$ cat src/rtl/mmio_pkg.sv
// Shared constants and types for the load read-select / MMIO path.
package mmio_pkg;

  // Address regions, decoded from addr[31:28]
  localparam logic [3:0] REGION_BIOS = 4'h4;
  localparam logic [3:0] REGION_MMIO = 4'h8;

  // MMIO register byte offsets (word aligned, taken from addr[7:0])
  localparam logic [7:0] OFF_STATUS   = 8'h00;
  localparam logic [7:0] OFF_RX       = 8'h04;
  localparam logic [7:0] OFF_TX       = 8'h08;
  localparam logic [7:0] OFF_CNT_CLR  = 8'h0C;
  localparam logic [7:0] OFF_CNT_BASE = 8'h40;

  // Registered source selection for the load data mux
  typedef enum logic [1:0] {
    SEL_DMEM = 2'd0,
    SEL_BIOS = 2'd1,
    SEL_MMIO = 2'd2
  } rsel_e;

  // Map the top address nibble to a load source; everything unknown is DMEM
  function automatic rsel_e decode_region(input logic [3:0] region);
    rsel_e sel;
    sel = SEL_DMEM;
    if (region == REGION_BIOS) sel = SEL_BIOS;
    else if (region == REGION_MMIO) sel = SEL_MMIO;
    return sel;
  endfunction

endpackage

$ cat src/rtl/mmio_rx_fifo.sv
// Byte FIFO buffering UART RX data; head byte is visible combinationally.
module mmio_rx_fifo #(
  parameter int DEPTH = 8
) (
  input  logic                     clk,
  input  logic                     rst_n,
  input  logic                     push,
  input  logic [7:0]               din,
  input  logic                     pop,
  output logic [7:0]               dout,
  output logic                     full,
  output logic                     empty,
  output logic [$clog2(DEPTH):0]   count
);

  localparam int AW = $clog2(DEPTH);
  localparam logic [AW:0] FULL_CNT = DEPTH[AW:0];

  logic [7:0]    mem [DEPTH];
  logic [AW-1:0] wr_ptr_q, rd_ptr_q;
  logic [AW-1:0] wr_ptr_d, rd_ptr_d;
  logic [AW:0]   count_q, count_d;
  logic          do_push, do_pop;

  // A full FIFO refuses pushes even when a pop frees a slot this cycle
  assign full    = (count_q == FULL_CNT);
  assign empty   = (count_q == '0);
  assign do_push = push & ~full;
  assign do_pop  = pop & ~empty;
  assign dout    = mem[rd_ptr_q];
  assign count   = count_q;

  // Pointer/occupancy next state; pointers wrap naturally at power-of-two depth
  always_comb begin
    wr_ptr_d = wr_ptr_q;
    rd_ptr_d = rd_ptr_q;
    count_d  = count_q;
    if (do_push) wr_ptr_d = wr_ptr_q + AW'(1);
    if (do_pop)  rd_ptr_d = rd_ptr_q + AW'(1);
    if (do_push && !do_pop) count_d = count_q + (AW+1)'(1);
    else if (!do_push && do_pop) count_d = count_q - (AW+1)'(1);
  end

  // Storage array; contents need no reset since occupancy gates visibility
  always_ff @(posedge clk) begin
    if (do_push) mem[wr_ptr_q] <= din;
  end

  // Pointer and occupancy registers
  always_ff @(posedge clk or negedge rst_n) begin
    if (!rst_n) begin
      wr_ptr_q <= '0;
      rd_ptr_q <= '0;
      count_q  <= '0;
    end else begin
      wr_ptr_q <= wr_ptr_d;
      rd_ptr_q <= rd_ptr_d;
      count_q  <= count_d;
    end
  end

endmodule

$ cat src/rtl/mmio_rsel_buf.sv
// Memory-stage load read-select across BIOS, DMEM and an MMIO block holding
// a UART RX FIFO, a UART TX holding register and software-clearable counters.
module mmio_rsel_buf
  import mmio_pkg::*;
#(
  parameter int RX_DEPTH   = 8,
  parameter int N_COUNTERS = 4,
  parameter int CNT_W      = 32
) (
  input  logic                  clk,
  input  logic                  rst_n,
  input  logic [31:0]           addr,
  input  logic                  re,
  input  logic                  we,
  input  logic [31:0]           wdata,
  input  logic [31:0]           bios_doutb,
  input  logic [31:0]           dmem_douta,
  input  logic                  rx_valid,
  input  logic [7:0]            rx_data,
  output logic                  rx_ready,
  output logic                  tx_valid,
  output logic [7:0]            tx_data,
  input  logic                  tx_ready,
  input  logic [N_COUNTERS-1:0] event_in,
  output logic [31:0]           dout
);

  localparam int CW = $clog2(RX_DEPTH) + 1;

  rsel_e                       sel_q, sel_d;
  logic [31:0]                 mmio_rdata_q, mmio_rdata_d;
  logic                        tx_valid_q, tx_valid_d;
  logic [7:0]                  tx_data_q, tx_data_d;
  logic [N_COUNTERS*CNT_W-1:0] cnt_flat;

  logic [7:0]    off;
  logic          is_mmio, cnt_hit;
  logic [3:0]    cnt_idx;
  logic          rd_rx, wr_tx, wr_clr;
  logic          fifo_push, fifo_full, fifo_empty;
  logic [7:0]    fifo_dout;
  logic [CW-1:0] fifo_count;
  logic [7:0]    occupancy;
  logic          unused_ok;

  assign off       = {addr[7:2], 2'b00};
  assign is_mmio   = (addr[31:28] == REGION_MMIO);
  assign cnt_hit   = (off[7:6] == OFF_CNT_BASE[7:6]);
  assign cnt_idx   = off[5:2];
  assign rd_rx     = re & is_mmio & (off == OFF_RX);
  assign wr_tx     = we & is_mmio & (off == OFF_TX);
  assign wr_clr    = we & is_mmio & (off == OFF_CNT_CLR);
  assign rx_ready  = ~fifo_full;
  assign fifo_push = rx_valid & rx_ready;
  assign occupancy = 8'(fifo_count);
  assign tx_valid  = tx_valid_q;
  assign tx_data   = tx_data_q;
  assign unused_ok = ^{addr[27:8], addr[1:0], wdata[31:8]};

  mmio_rx_fifo #(.DEPTH(RX_DEPTH)) u_rx_fifo (
    .clk   (clk),
    .rst_n (rst_n),
    .push  (fifo_push),
    .din   (rx_data),
    .pop   (rd_rx),
    .dout  (fifo_dout),
    .full  (fifo_full),
    .empty (fifo_empty),
    .count (fifo_count)
  );

  // Event counters: clear wins over a coincident event, increments wrap
  for (genvar gi = 0; gi < N_COUNTERS; gi++) begin : g_cnt
    logic [CNT_W-1:0] cnt_q, cnt_d;

    // Counter next state
    always_comb begin
      cnt_d = cnt_q;
      if (wr_clr) cnt_d = '0;
      else if (event_in[gi]) cnt_d = cnt_q + CNT_W'(1);
    end

    // Counter register
    always_ff @(posedge clk or negedge rst_n) begin
      if (!rst_n) cnt_q <= '0;
      else        cnt_q <= cnt_d;
    end

    assign cnt_flat[gi*CNT_W +: CNT_W] = cnt_q;
  end

  // Select tracking and MMIO read data; both only move on a load
  always_comb begin
    sel_d        = re ? decode_region(addr[31:28]) : sel_q;
    mmio_rdata_d = mmio_rdata_q;
    if (re && is_mmio) begin
      mmio_rdata_d = '0;
      if (off == OFF_STATUS) begin
        mmio_rdata_d = {16'b0, occupancy, 6'b0, ~fifo_empty, ~tx_valid_q};
      end else if (off == OFF_RX) begin
        mmio_rdata_d = fifo_empty ? 32'h0 : {24'b0, fifo_dout};
      end else if (cnt_hit) begin
        for (int i = 0; i < N_COUNTERS; i++) begin
          if (cnt_idx == 4'(i)) mmio_rdata_d = 32'(cnt_flat[i*CNT_W +: CNT_W]);
        end
      end
    end
  end

  // TX holding register: load only when idle, drop on accepted handshake
  always_comb begin
    tx_valid_d = tx_valid_q;
    tx_data_d  = tx_data_q;
    if (tx_valid_q) begin
      if (tx_ready) tx_valid_d = 1'b0;
    end else if (wr_tx) begin
      tx_valid_d = 1'b1;
      tx_data_d  = wdata[7:0];
    end
  end

  // Select, MMIO read data and TX state registers
  always_ff @(posedge clk or negedge rst_n) begin
    if (!rst_n) begin
      sel_q        <= SEL_DMEM;
      mmio_rdata_q <= '0;
      tx_valid_q   <= 1'b0;
      tx_data_q    <= '0;
    end else begin
      sel_q        <= sel_d;
      mmio_rdata_q <= mmio_rdata_d;
      tx_valid_q   <= tx_valid_d;
      tx_data_q    <= tx_data_d;
    end
  end

  // Load data mux, aligned with the synchronous BIOS/DMEM read latency
  always_comb begin
    case (sel_q)
      SEL_BIOS: dout = bios_doutb;
      SEL_MMIO: dout = mmio_rdata_q;
      default:  dout = dmem_douta;
    endcase
  end

endmodule

$ cat config.mk
export PLATFORM = sky130hd
export DESIGN_NAME = mmio_rsel_buf
export DESIGN_NICKNAME = d
export VERILOG_FILES = /design/src/rtl/mmio_pkg.sv /design/src/rtl/mmio_rx_fifo.sv /design/src/rtl/mmio_rsel_buf.sv
export SDC_FILE = /design/constraint.sdc
export NUM_CORES = 1
export LEC_CHECK = 0
export ABC_AREA = 1
export BUFFER_PORTS_ARGS = -buffer_cell sky130_fd_sc_hd__buf_2
export CORE_AREA = 2 2 219 157
export CTS_CLUSTER_SIZE = 12
export DETAILED_ROUTE_END_ITERATION = 16
export DIE_AREA = 0 0 221 159
export GPL_TIMING_DRIVEN = 0
export PLACE_DENSITY = 0.63
export SLEW_MARGIN = 10
export SYNTH_ARGS = -nofsm -noshare
export SYNTH_HDL_FRONTEND = slang
export SYNTH_SLANG_ARGS = --single-unit
$ cat constraint.sdc
create_clock -name clk -period 3.1 [get_ports clk]
set_input_delay 0.31 -clock clk [delete_from_list [all_inputs] [get_ports clk]]
set_output_delay 0.31 -clock clk [all_outputs]
set_load 0.01 [all_outputs]
==> metrics.md <==
| Metric | Value |
|---|---|
| Post-Syn Area per Cell | `7.14 um2` |
| Period utilization | `a little over nine tenths` |
| Maximum fanout along the worst path | `10` |
| Fmax | `around 330 MHz` |
| Status | `completed` |
| CTS clk-pin slew, worst paths | `0.06 ns` |
| FF+latch count, synth | `around 250` |
| Inserted Clock Buffers | `26` |
| Syn nets | `2212` |
| Clock Tree Root | `clkbuf_16` |
| Final min period | `3.02 ns` |
| Largest net degree at the start of global routing | `97` |
| Max H-tree Level | `1` |
| Die H | `159 um` |
| Setup crit end kind | `output pin` |
| Drt pass-1 iters | `7` |
| Ys Warns | `0` |
| Rows | `between 50 and 60` |
| CORE AREA | `33000 um2` |
| Ys flop type | `dfrtp_1` |
| Leak | `7.90 nW` |
| Fraction of registers with async set/reset | `73.9%` |
| Placer congestion estimate | `a little under 1` |
| Initial core utilization | `44.4%` |
| Area of the mapped netlist | `14700 um2` |
| PD cells | `~570 nW/um2` |
| Vias per Instance | `5.56` |
| Initial antenna violation count | `3` |
| First DRT Iteration DRCs | `1743` |
| Syn Inst Count | `2054` |
| Clock skew | `0.0314 ns` |
| Design Area, Final | `16900 um2` |
| Aggregate routed wire length | `around 54 mm` |
| Clock latency at the later pin of the worst-skew pair | `approximately 0.58 ns` |
| CP Class | `reg2out` |
| Arrival @ worst endpoint | `2.71 ns` |
| Slew @ Worst Pin | `1.17 ns` |
| Max_cap viols | `0` |
| Final hold vios | `0` |
| Layout cell share with drive strength beyond 1 | `roughly an eighth` |
| Setup violations, final | `0` |
| Clk sink count | `245` |
| Final Max Slew Viols | `0` |
| Port bufs | `between 100 and 150` |
| Clock Tree Buf Depth | `3` |
| Routed via count | `roughly 15000` |
| Multi-input gate area | `7040 um2` |
| Drt wl/cell | `20.3 um` |
| Reg area | `around 6500 um2` |
| Hold Crit Class | `in2reg` |
| Die W | `between 200 and 250 um` |
| Crit start category | `flip-flop` |
| Global-route wire length before repair | `82.6 mm` |
| DR DRC count | `0` |
| Post-DP Area | `15900 um2` |
| TritonCTS clock tree | `done` |
| Sequential element share of the synthesized area | `~44%` |
| Routed Antenna Nets | `0` |
| Final Net Count | `2390` |
| Max-slew headroom | `around 22%` |
| Post-DP HPWL | `42.4 mm` |
| Core Util, Final | `51.3%` |
| Layout fillers | `approximately 3300` |
| Synth-to-layout area growth | `15.5%` |
| Global route overflow | `0` |
| Post-synth cell types | `46` |
| Peak VDD IR | `458 uV` |
| RSZ-0062 raised after global routing | `no` |
| Ports | `between 150 and 200` |
| Worst EP required | `2.79 ns` |
| Die Area | `approximately 35000 um2` |
| Number of global-route vias before repair | `13700` |
| PostCTS Resize Cnt | `0` |
| GR Util All Layers | `30.5%` |
| EDFF count, synth | `64` |
-- worst paths after layout --
path | slack (ns) | cells past startpoint | start | end
worst max-delay path | 0.08 | 8 | sel_q[0]$_DFFE_PN0P_ | dout[20]
worst min-delay path | 0.03 | 1 | rx_data[6] | u_rx_fifo.mem[5][6]$_DFFE_PP_
worst max register to register | 0.40 | 12 | u_rx_fifo.count[1]$_DFFE_PN0P_ | u_rx_fifo.count[3]$_DFFE_PN0P_
worst min register to register | 0.49 | 2 | mmio_rdata_q[6]$_DFFE_PN0P_ | mmio_rdata_q[6]$_DFFE_PN0P_
max in group asynchronous | 1.78 | 3 | rst_n | g_cnt[0].cnt_q[18]$_DFFE_PN0P_
min in group asynchronous | 0.38 | 2 | rst_n | g_cnt[3].cnt_q[20]$_DFFE_PN0P_
-- stage by stage --
stage	hold slack, ns	TNS, ns	power, mW	worst slack, ns	cells
after detailed placement	0.378	0	6.37	0.439	2628
after global routing	0.0405	0	10.2	0.00986	2687
final	0.0328	0	9.72	0.0803	2688
after floorplan	0.0144	0	5.53	0.927	2054
after CTS	0.0234	0	9.69	0.0515	2687
after global placement	0.463	-263.78	6.31	-1.49	2627
-- cell usage in the layout, fill, tap and decap left out, drive strengths merged, types with 59 or more instances in the layout --
| cell | Yosys | final |
|---|---|---|
| inv | 221 | 221 |
| nand3 | 158 | 158 |
| nand2 | 568 | 568 |
| o21ai | 132 | 132 |
| dfrtp | 181 | 181 |
| nor2 | 337 | 337 |
| nand4 | 59 | 59 |
| edfxtp | 64 | 64 |
| clkbuf | 26 | 72 |
| a21oi | 142 | 142 |
| buf | 39 | 178 |
-- logic make-up after synthesis --
family,Yosys count,synth area share (%)
adders and majority gates,12,1.08
and+or+nand+nor,1184,34.7
DFF,245,44.0
buffers and inverters,288,8.00
xor gates and xnor gates,11,0.657
AOI/OAI and AO/OA,314,11.6
-- area by class of cell --
| cell class | count | area share, % |
|---|---|---|
| multi-input cells | 1521 | 41.6 |
| flip-flops and latches | 245 | 38.1 |
| repair buffers | 150 | 4.95 |
| inverters | 223 | 4.95 |
| clock buffers | 46 | 4.88 |
| well taps | 435 | 3.21 |
| plain buffers | 65 | 1.97 |
| clock inverters | 2 | 0.355 |
| diodes | 1 | 0.0148 |
-- flip-flops by register name, indices dropped and copies added, names as in the netlist --
name                flops
g_cnt.cnt_q           128
tx_data                 8
u_rx_fifo.count         4
u_rx_fifo.wr_ptr_q      3
mmio_rdata_q           32
sel_q                   2
u_rx_fifo.rd_ptr_q      3
u_rx_fifo.mem          64
tx_valid                1
-- routing by layer --
layer	wire, um	part of all wire [%]	GRT usage, %
met1	25600	47	46.7
met2	21500	39	42.0
met3	6230	11	9.58
met4	1080	2.0	6.19
met5	11	0.020	0
-- cells in the mapped netlist, types with 26 or more instances --
master    instances  area [um2]
nor3_1           45         225
clkbuf_1         26        97.6
dfrtp_1         181        4530
nor2_1          313        1170
buf_2            27         135
nand4_1          59         369
inv_1           211         792
nand2_1         556        2090
o21ai_1          53         265
o21ai_0          79         395
a21oi_1         141         706
nand3_1         154         771
edfxtp_1         64        1920
-- critical path: stages (launching register included) --
cell      delay [ns]
dfrtp_1         0.35
inv_1           0.06
ha_1            0.28
clkbuf_1        0.15
inv_1           0.13
clkbuf_1        0.67
nor2_1          0.09
a21oi_1         0.25
buf_2           0.19
-- power breakdown --
group          leakage [nW]  internal [mW]  switching [mW]  total (mW)
Clock                 0.432           1.96            1.38        3.34
Combinational          4.64          0.645            1.46        2.10
Sequential             2.84           3.79           0.498        4.29
-- what timing repair did --
action | in CTS | in global routing
hold buffers | 11 | 0
endpoints found under the hold margin | 96 | 0
buffers inserted | 0 | 0
No activity file was read; power rests on OpenSTA's default activity.
